### config.mk
export PLATFORM = sky130hd
export DESIGN_NAME = dmem_wait
export DESIGN_NICKNAME = d
export VERILOG_FILES = /design/src/rtl/dmem_wait.sv
export SDC_FILE = /design/constraint.sdc
export NUM_CORES = 2
export LEC_CHECK = 0
export ABC_CLOCK_PERIOD_IN_PS = 17800
export BUFFER_PORTS_ARGS = -buffer_cell sky130_fd_sc_hd__buf_2
export CAP_MARGIN = 30
export CELL_PAD_IN_SITES_DETAIL_PLACEMENT = 1
export CELL_PAD_IN_SITES_GLOBAL_PLACEMENT = 2
export CORE_ASPECT_RATIO = 0.8
export CORE_UTILIZATION = 55
export DETAILED_ROUTE_END_ITERATION = 10
export PLACE_DENSITY = 0.84
export SLEW_MARGIN = 30
export SYNTH_ARGS = -nofsm -noshare
export SYNTH_HDL_FRONTEND = slang
export SYNTH_SLANG_ARGS = --single-unit
### constraint.sdc
create_clock -name clk -period 17.8 [get_ports clk]
set_clock_uncertainty 0.1 [all_clocks]
set_input_delay 5.34 -clock clk [delete_from_list [all_inputs] [get_ports clk]]
set_output_delay 5.34 -clock clk [all_outputs]
set_load 0.1 [all_outputs]
### src/rtl/dmem_wait.sv
// Data memory with req/done handshake, LATENCY wait cycles and byte/half/word
// access with optional sign extension; misaligned or reserved-size requests fault.
module dmem_wait #(
    parameter int unsigned DEPTH   = 64,
    parameter int unsigned LATENCY = 2,
    parameter int unsigned AW      = $clog2(DEPTH)
) (
    input  logic        clk,
    input  logic        reset,
    input  logic        req,
    input  logic        we,
    input  logic [1:0]  size,
    input  logic        signed_ld,
    input  logic [31:0] addr,
    input  logic [31:0] wdata,
    output logic        busy,
    output logic        done,
    output logic        err,
    output logic [31:0] rdata
);

    localparam int unsigned CW = 4;
    localparam logic [1:0] SZ_BYTE = 2'b00;
    localparam logic [1:0] SZ_HALF = 2'b01;
    localparam logic [1:0] SZ_WORD = 2'b10;

    typedef enum logic [1:0] {
        S_IDLE,
        S_WAIT,
        S_RESP
    } state_e;

    state_e         state_q, state_d;
    logic [CW-1:0]  cnt_q, cnt_d;
    logic           we_q, we_d;
    logic [1:0]     size_q, size_d;
    logic           sgn_q, sgn_d;
    logic [AW+1:0]  addr_q, addr_d;
    logic [31:0]    wdata_q, wdata_d;
    logic           busy_q, busy_d;
    logic           done_q, done_d;
    logic           err_q, err_d;
    logic [31:0]    rdata_q, rdata_d;

    logic [31:0]    mem_q [DEPTH];

    logic           fault_c;
    logic           access_c;
    logic [AW-1:0]  idx_c;
    logic [31:0]    rd_word_c;
    logic [31:0]    wr_word_c;
    logic [31:0]    ld_val_c;
    logic [7:0]     byte_c;
    logic [15:0]    half_c;
    logic           unused_addr_c;

    // Upper address bits are deliberately ignored: the word index wraps.
    assign unused_addr_c = ^addr[31:AW+2];

    assign idx_c     = addr_q[AW+1:2];
    assign rd_word_c = mem_q[idx_c];

    always_comb begin
        fault_c = 1'b0;
        case (size)
            SZ_BYTE: fault_c = 1'b0;
            SZ_HALF: fault_c = addr[0];
            SZ_WORD: fault_c = |addr[1:0];
            default: fault_c = 1'b1;
        endcase
    end

    // Lane extraction for loads and lane merge for partial stores.
    always_comb begin
        byte_c    = rd_word_c[{addr_q[1:0], 3'b000} +: 8];
        half_c    = rd_word_c[{addr_q[1], 4'b0000} +: 16];
        ld_val_c  = rd_word_c;
        wr_word_c = rd_word_c;
        case (size_q)
            SZ_BYTE: begin
                ld_val_c = {{24{sgn_q & byte_c[7]}}, byte_c};
                wr_word_c[{addr_q[1:0], 3'b000} +: 8] = wdata_q[7:0];
            end
            SZ_HALF: begin
                ld_val_c = {{16{sgn_q & half_c[15]}}, half_c};
                wr_word_c[{addr_q[1], 4'b0000} +: 16] = wdata_q[15:0];
            end
            default: begin
                ld_val_c  = rd_word_c;
                wr_word_c = wdata_q;
            end
        endcase
    end

    always_comb begin
        state_d  = state_q;
        cnt_d    = cnt_q;
        we_d     = we_q;
        size_d   = size_q;
        sgn_d    = sgn_q;
        addr_d   = addr_q;
        wdata_d  = wdata_q;
        done_d   = 1'b0;
        err_d    = 1'b0;
        rdata_d  = rdata_q;
        access_c = 1'b0;
        case (state_q)
            S_IDLE: begin
                if (req) begin
                    we_d    = we;
                    size_d  = size;
                    sgn_d   = signed_ld;
                    addr_d  = addr[AW+1:0];
                    wdata_d = wdata;
                    if (fault_c) begin
                        state_d = S_RESP;
                        done_d  = 1'b1;
                        err_d   = 1'b1;
                    end else begin
                        cnt_d   = CW'(LATENCY);
                        state_d = S_WAIT;
                    end
                end
            end
            S_WAIT: begin
                if (cnt_q != '0) begin
                    cnt_d = cnt_q - CW'(1);
                end else begin
                    access_c = 1'b1;
                    state_d  = S_RESP;
                    done_d   = 1'b1;
                    if (!we_q) begin
                        rdata_d = ld_val_c;
                    end
                end
            end
            S_RESP:  state_d = S_IDLE;
            default: state_d = S_IDLE;
        endcase
        busy_d = (state_d != S_IDLE);
    end

    always_ff @(posedge clk) begin
        if (reset) begin
            state_q <= S_IDLE;
            cnt_q   <= '0;
            busy_q  <= 1'b0;
            done_q  <= 1'b0;
            err_q   <= 1'b0;
            rdata_q <= '0;
        end else begin
            state_q <= state_d;
            cnt_q   <= cnt_d;
            busy_q  <= busy_d;
            done_q  <= done_d;
            err_q   <= err_d;
            rdata_q <= rdata_d;
            we_q    <= we_d;
            size_q  <= size_d;
            sgn_q   <= sgn_d;
            addr_q  <= addr_d;
            wdata_q <= wdata_d;
        end
    end

    // Reset in the commit cycle suppresses the write.
    always_ff @(posedge clk) begin
        if (!reset && access_c && we_q) begin
            mem_q[idx_c] <= wr_word_c;
        end
    end

    assign busy  = busy_q;
    assign done  = done_q;
    assign err   = err_q;
    assign rdata = rdata_q;

endmodule

# After elaboration in Yosys (flattened, before gate mapping)
# Memories as Yosys holds them, arrays and structs flattened. A register that Yosys moved wholly into a read port is not among the register bits.
# Cells that the tools add are included.
[totals] ramBits=2048 n_memories=1 elab_cells=69 inputBits=71 register_bits=85
[mem_list] name="mem_q" words=64 word_bits=32 read_ports=1 rd_ports_with_merged_regs=1 write_ports=1 line_no="45" source="logic [31:0] mem_q [DEPTH];"
[classes] addsub=3 n_eq_ne=7 bitwise=6 n_reduce_logical=14 muxes=21 shift=6
[op_table] cell="$pmux 32 s2" n=2
[op_table] cell="$bwmux 32" n=2
[op_table] cell="$shift 16x7->32 const A" n=1
[op_table] cell="$shift 8x7->32 const A" n=1
[op_table] cell="$shiftx 16x7->32" n=1
[op_table] cell="$shiftx 32x6->16" n=1
[op_table] cell="$shiftx 32x6->8" n=1
[op_table] cell="$shiftx 8x7->32" n=1
[op_table] cell="$neg 5->7" n=2
[op_table] cell="$mux 4" n=3
[op_table] cell="$pmux 4 s2" n=1
[op_table] cell="$eq 2x1->1 const B" n=3
[op_table] cell="$logic_not 2->1" n=3
[op_table] cell="$mux 1" n=6
[op_table] cell="$mux 2" n=3
[op_table] cell="$mux 6" n=1
[op_table] cell="$ne 2x2->1 const B" n=3
[op_table] cell="$reduce_and 3->1" n=2
[op_table] cell="$not 1->1" n=4
[op_table] cell="$pmux 2 s2" n=1
[op_table] cell="$reduce_and 4->1" n=1
[op_table] cell="$reduce_bool 2->1" n=2
[op_table] cell="$reduce_bool 4->1" n=1
[op_table] cell="$reduce_or 2->1" n=2
[op_table] cell="7 further kinds" n=9

# Longest topological paths before layout
[depth] ltp_word=7 depth_mapped=15

# Least setup slack after synthesis
# No wires, ideal clock.
[synth_path] path_kind="input port to flip-flop" from="input req" to="register (tool-made name)" setup_ns=0.122 setup_slack_ns=9.605 n_path_buf=0 arrival_time_ns=7.973 stages=3 t_required_ns=17.578 cell_sequence="nand2_1 -> nor2_1 -> mux2_2"
[synth_lines] item="from (decl)" line_no="10" source="input logic req,"

# Worst setup path after layout
[layout_path] from="input reset" to="memory mem_q[18][11] (enable)"
[layout_between] elab_chain_cells=5
[layout_lines] item="from (decl)" line_no="9" source="input logic reset,"
[layout_lines] item="$logic_not 1->1" line_no="168" source="if (!reset && access_c && we_q) begin"
[layout_lines] item="$logic_and 1x1->1 (2 in a row)" line_no="168"
[layout_lines] item="$mux 1" line_no="168"
[layout_lines] item="$mux 1 (not written as such)" line_no="169" source="mem_q[idx_c] <= wr_word_c;"
[layout_lines] item="to (decl)" line_no="45"
# No other way between the ends.

==> out/metrics.csv <==
metric,value,unit
Setup TNS,0,ps
number of buffers added on ports,81,
row cnt,126,
Non-Filler Instances,6042,
Worst EP required,18180,ps
CTS Buffer Depth,3,
Synth Area per Inst,22.57,um2
fillers,11759,
share of post-route cells with drive strength above 1,30.48,%
Net Sw Power,2.466,mW
"Setup violations, final",0,
Hold Crit Class,reg2reg,
top-area cell type share of the netlist area,75.91,%
GPL Wtd Cong,0.8577,
Root Driver,clkbuf_16,
grt ovf,0,
"Seq/Total Area, Yosys",77.05,%
Iteration-0 DRC Markers,6539,
largest family of logic cells by synthesized area,multiplexers,
R2R Path End,mem_q[5][26],
worst vdd ir,0.09612,mV
MaxCap Viol Count,0,
register bit total from synthesis,2139,
synth unique cells,57,
Placed Instances,5676,
most common flop cell mapped by yosys,edfxtp_1,
met2 usage,46.84,%
DIE AREA,0.1520,mm2
worst setup path class,in2reg,
FF-to-FF path depth,10,
GRT busiest layer,met2,
Worst-Margin Slew,1022,ps
Top-Level Pins,106,
Final min period,8224,ps
Sink Count,2139,
most frequent cells in the layout,"2092 x edfxtp_1, 599 x mux4_2, 202 x clkbuf_16, 134 x buf_4, 88 x nand2_1",
Post-layout nets,3971,
Die X,435.7,um
startpoint types,input pin,
PostCTS Resize Cnt,0,
Synth Instances,3667,
Layout area overhead,12.14,%
All-Layer GR Usage,30.34,%
Slew Limit Fails,0,
post-synthesis mux area share,17.50,%
Synth Area in Simple Gates,1.734,%
CTS tree,yes,
Total Routed Length,227900,um
per-cell routed wire length,37.72,um
P_int,8.245,mW
status,completed,
switch share,23.02,%
synth top area cells,"edfxtp_1 76%, mux4_2 16%, dfxtp_1 1.1%",
maximum clock rate,0.1216,GHz
unrepaired setup endpoints after global routing,false,
Mapped Area,0.08276,mm2
combinational power share,8.5,%
arrival time at the worst endpoint,8600,ps
post-route ant nets,0,
Tcrit/Tclk final,46.20,%
worst-path fanout max,41,
Power Density,115.4,mW/mm2
LEAKAGE,28.97,nW
slew margin rel.,31.84,%
worst hold margin,389.6,ps
Via Count,41297,
Core ar.,0.1484,mm2
Mapped Nets,3745,
sequential share of power,53.0,%
routing usage on met1,44.45,%
post-synthesis xor/xnor area fraction,0.02117,%
hold path startpoint,rdata[6],
CTS Buf Count,196,
Post-Synth Adder-Cell Area,0.1058,%
first-pass GRT wire length,319700,um
compound-cell area share of the yosys netlist,2.319,%
postcts setup bufs,0,
Skew-Pair Late Insertion Delay,830,ps
initial antenna violation count,8,
Syn. warnings,0,
number of synthesized flops with an enable pin,2092,
Pre-Repair DR Iteration Count,8,
"Hold Violations, Final",0,
CP endpoint kind,register,
asr flop ratio synth,0,%
"commonest non-fill, non-tap cell in the layout",edfxtp_1,
M3 GR Usage,5.908,%
# DRC,0,
Antenna diodes,0,
cell taking the most area after synthesis,edfxtp_1,
detailed-placement wirelength estimate,123900,um
"Clk pin slew, worst setup/hold paths",60,ps
Die Height,349.0,um
Via density,6.835,
cts hold-fix bufs,0,
vias in the first global route,42546,
Hold Path End,rdata[6],
initial core utilization,55.79,%
reg2reg setup slack,11040,ps
Hold Crit Depth,2,
largest net degree at the start of global routing,131,
Clk pwr share,38.5,%
CTS H-Tree Depth,4,
## how the worst max path moves through the flow
stage | startpoint | end | cells past startpoint | slack, ps
6_report | reset | mem_q[18][11] | 8 | 9580
5_1_grt | reset | mem_q[18][11] | 8 | 9420
4_1_cts | reset | mem_q[39][3] | 7 | 9500
3_5_place_dp | reset | mem_q[39][18] | 7 | 8650
3_3_place_gp | reset | mem_q[39][16] | 7 | 8850
2_1_floorplan | req | register | 3 | 9610
## per-stage QoR
stage               util, %  worst slack (ps)  area, um2  total power, mW
floorplan                 -              9605      82760            6.350
global placement      58.30              8847      86490            6.639
detailed placement    58.34              8646      86540            6.677
CTS                   62.51              9500      92740            10.74
global route          62.56              9421      92810            10.95
finish                62.56              9576      92810            10.71
## flip-flops by register name, summed over array words and instances, names as in the netlist, named ones only
register and count:
addr_q 8, busy 1, cnt_q 4, done 1, err 1, mem_q 2048
rdata 32, sgn_q 1, size_q 2, state_q 2, wdata_q 32, we_q 1
## critical path, cell delays in order
cell and delay (ps):
buf_2 100, buf_4 270, nor2_1 470, nand2_1 120
nor2_1 290, nand2_1 560, nor2_4 950, buf_4 460
## routing by layer
metal / up-vias / part of all wire (%)
met3: 438 / 11
li1: 16067 / -
met1: 22051 / 39
met2: 2739 / 47
met5: - / 0.0057
met4: 2 / 3.1
## cells by family after synthesis
kind of cell	after synthesis
AO/OA/AOI/OAI	278
buffers and inverters	222
adder cells (fa/ha/maj)	7
flip-flops	2139
AND/OR/NAND/NOR	323
XOR/XNOR	2
multiplexers	696
## power by group through the flow
stage | combinational, mW | sequential [mW] | clock (mW)
6_report | 0.912 | 5.68 | 4.12
5_1_grt | 0.951 | 5.68 | 4.32
4_1_cts | 0.896 | 5.68 | 4.16
3_5_place_dp | 0.889 | 5.79 | 0
3_3_place_gp | 0.852 | 5.79 | 0
2_1_floorplan | 0.551 | 5.80 | 0
## cells in the mapped netlist, types with 3 or more instances
library cell  count
a211oi_1         26
a21o_1            4
a21oi_1          42
a221o_1           4
a221oi_1         15
a222oi_1          7
a22o_1           20
a22oi_1          44
a2bb2oi_1         3
a311oi_1          7
a31oi_1           3
and2_1            4
buf_1            15
buf_2            52
buf_4            21
buf_6            10
clkbuf_1         99
dfxtp_1          47
edfxtp_1       2092
ha_1              7
inv_1            21
mux2_2           19
mux2i_1          78
mux4_2          599
nand2_1          88
nand2b_1          4
nand3_1          16
nand3b_1          6
nand4_1           6
nor2_1          140
nor2b_1          12
nor3_1           18
nor3b_1           4
o21ai_0          45
o21ai_1          24
o221a_1           7
o221ai_1          3
o22ai_1          11
o31ai_1           6
or2_2            15
## final cells by class
class | count | area [um2] | share of cell area (%)
clock buffers | 243 | 5209 | 5.613
flip-flops and latches | 2139 | 63780 | 68.72
well taps | 1984 | 2482 | 2.675
clock inverters | 120 | 989.7 | 1.066
repair buffers | 225 | 1584 | 1.707
multi-input cells | 1306 | 18670 | 20.11
inverters | 25 | 96.34 | 0.1038
Power figures use the tool's default switching activity.
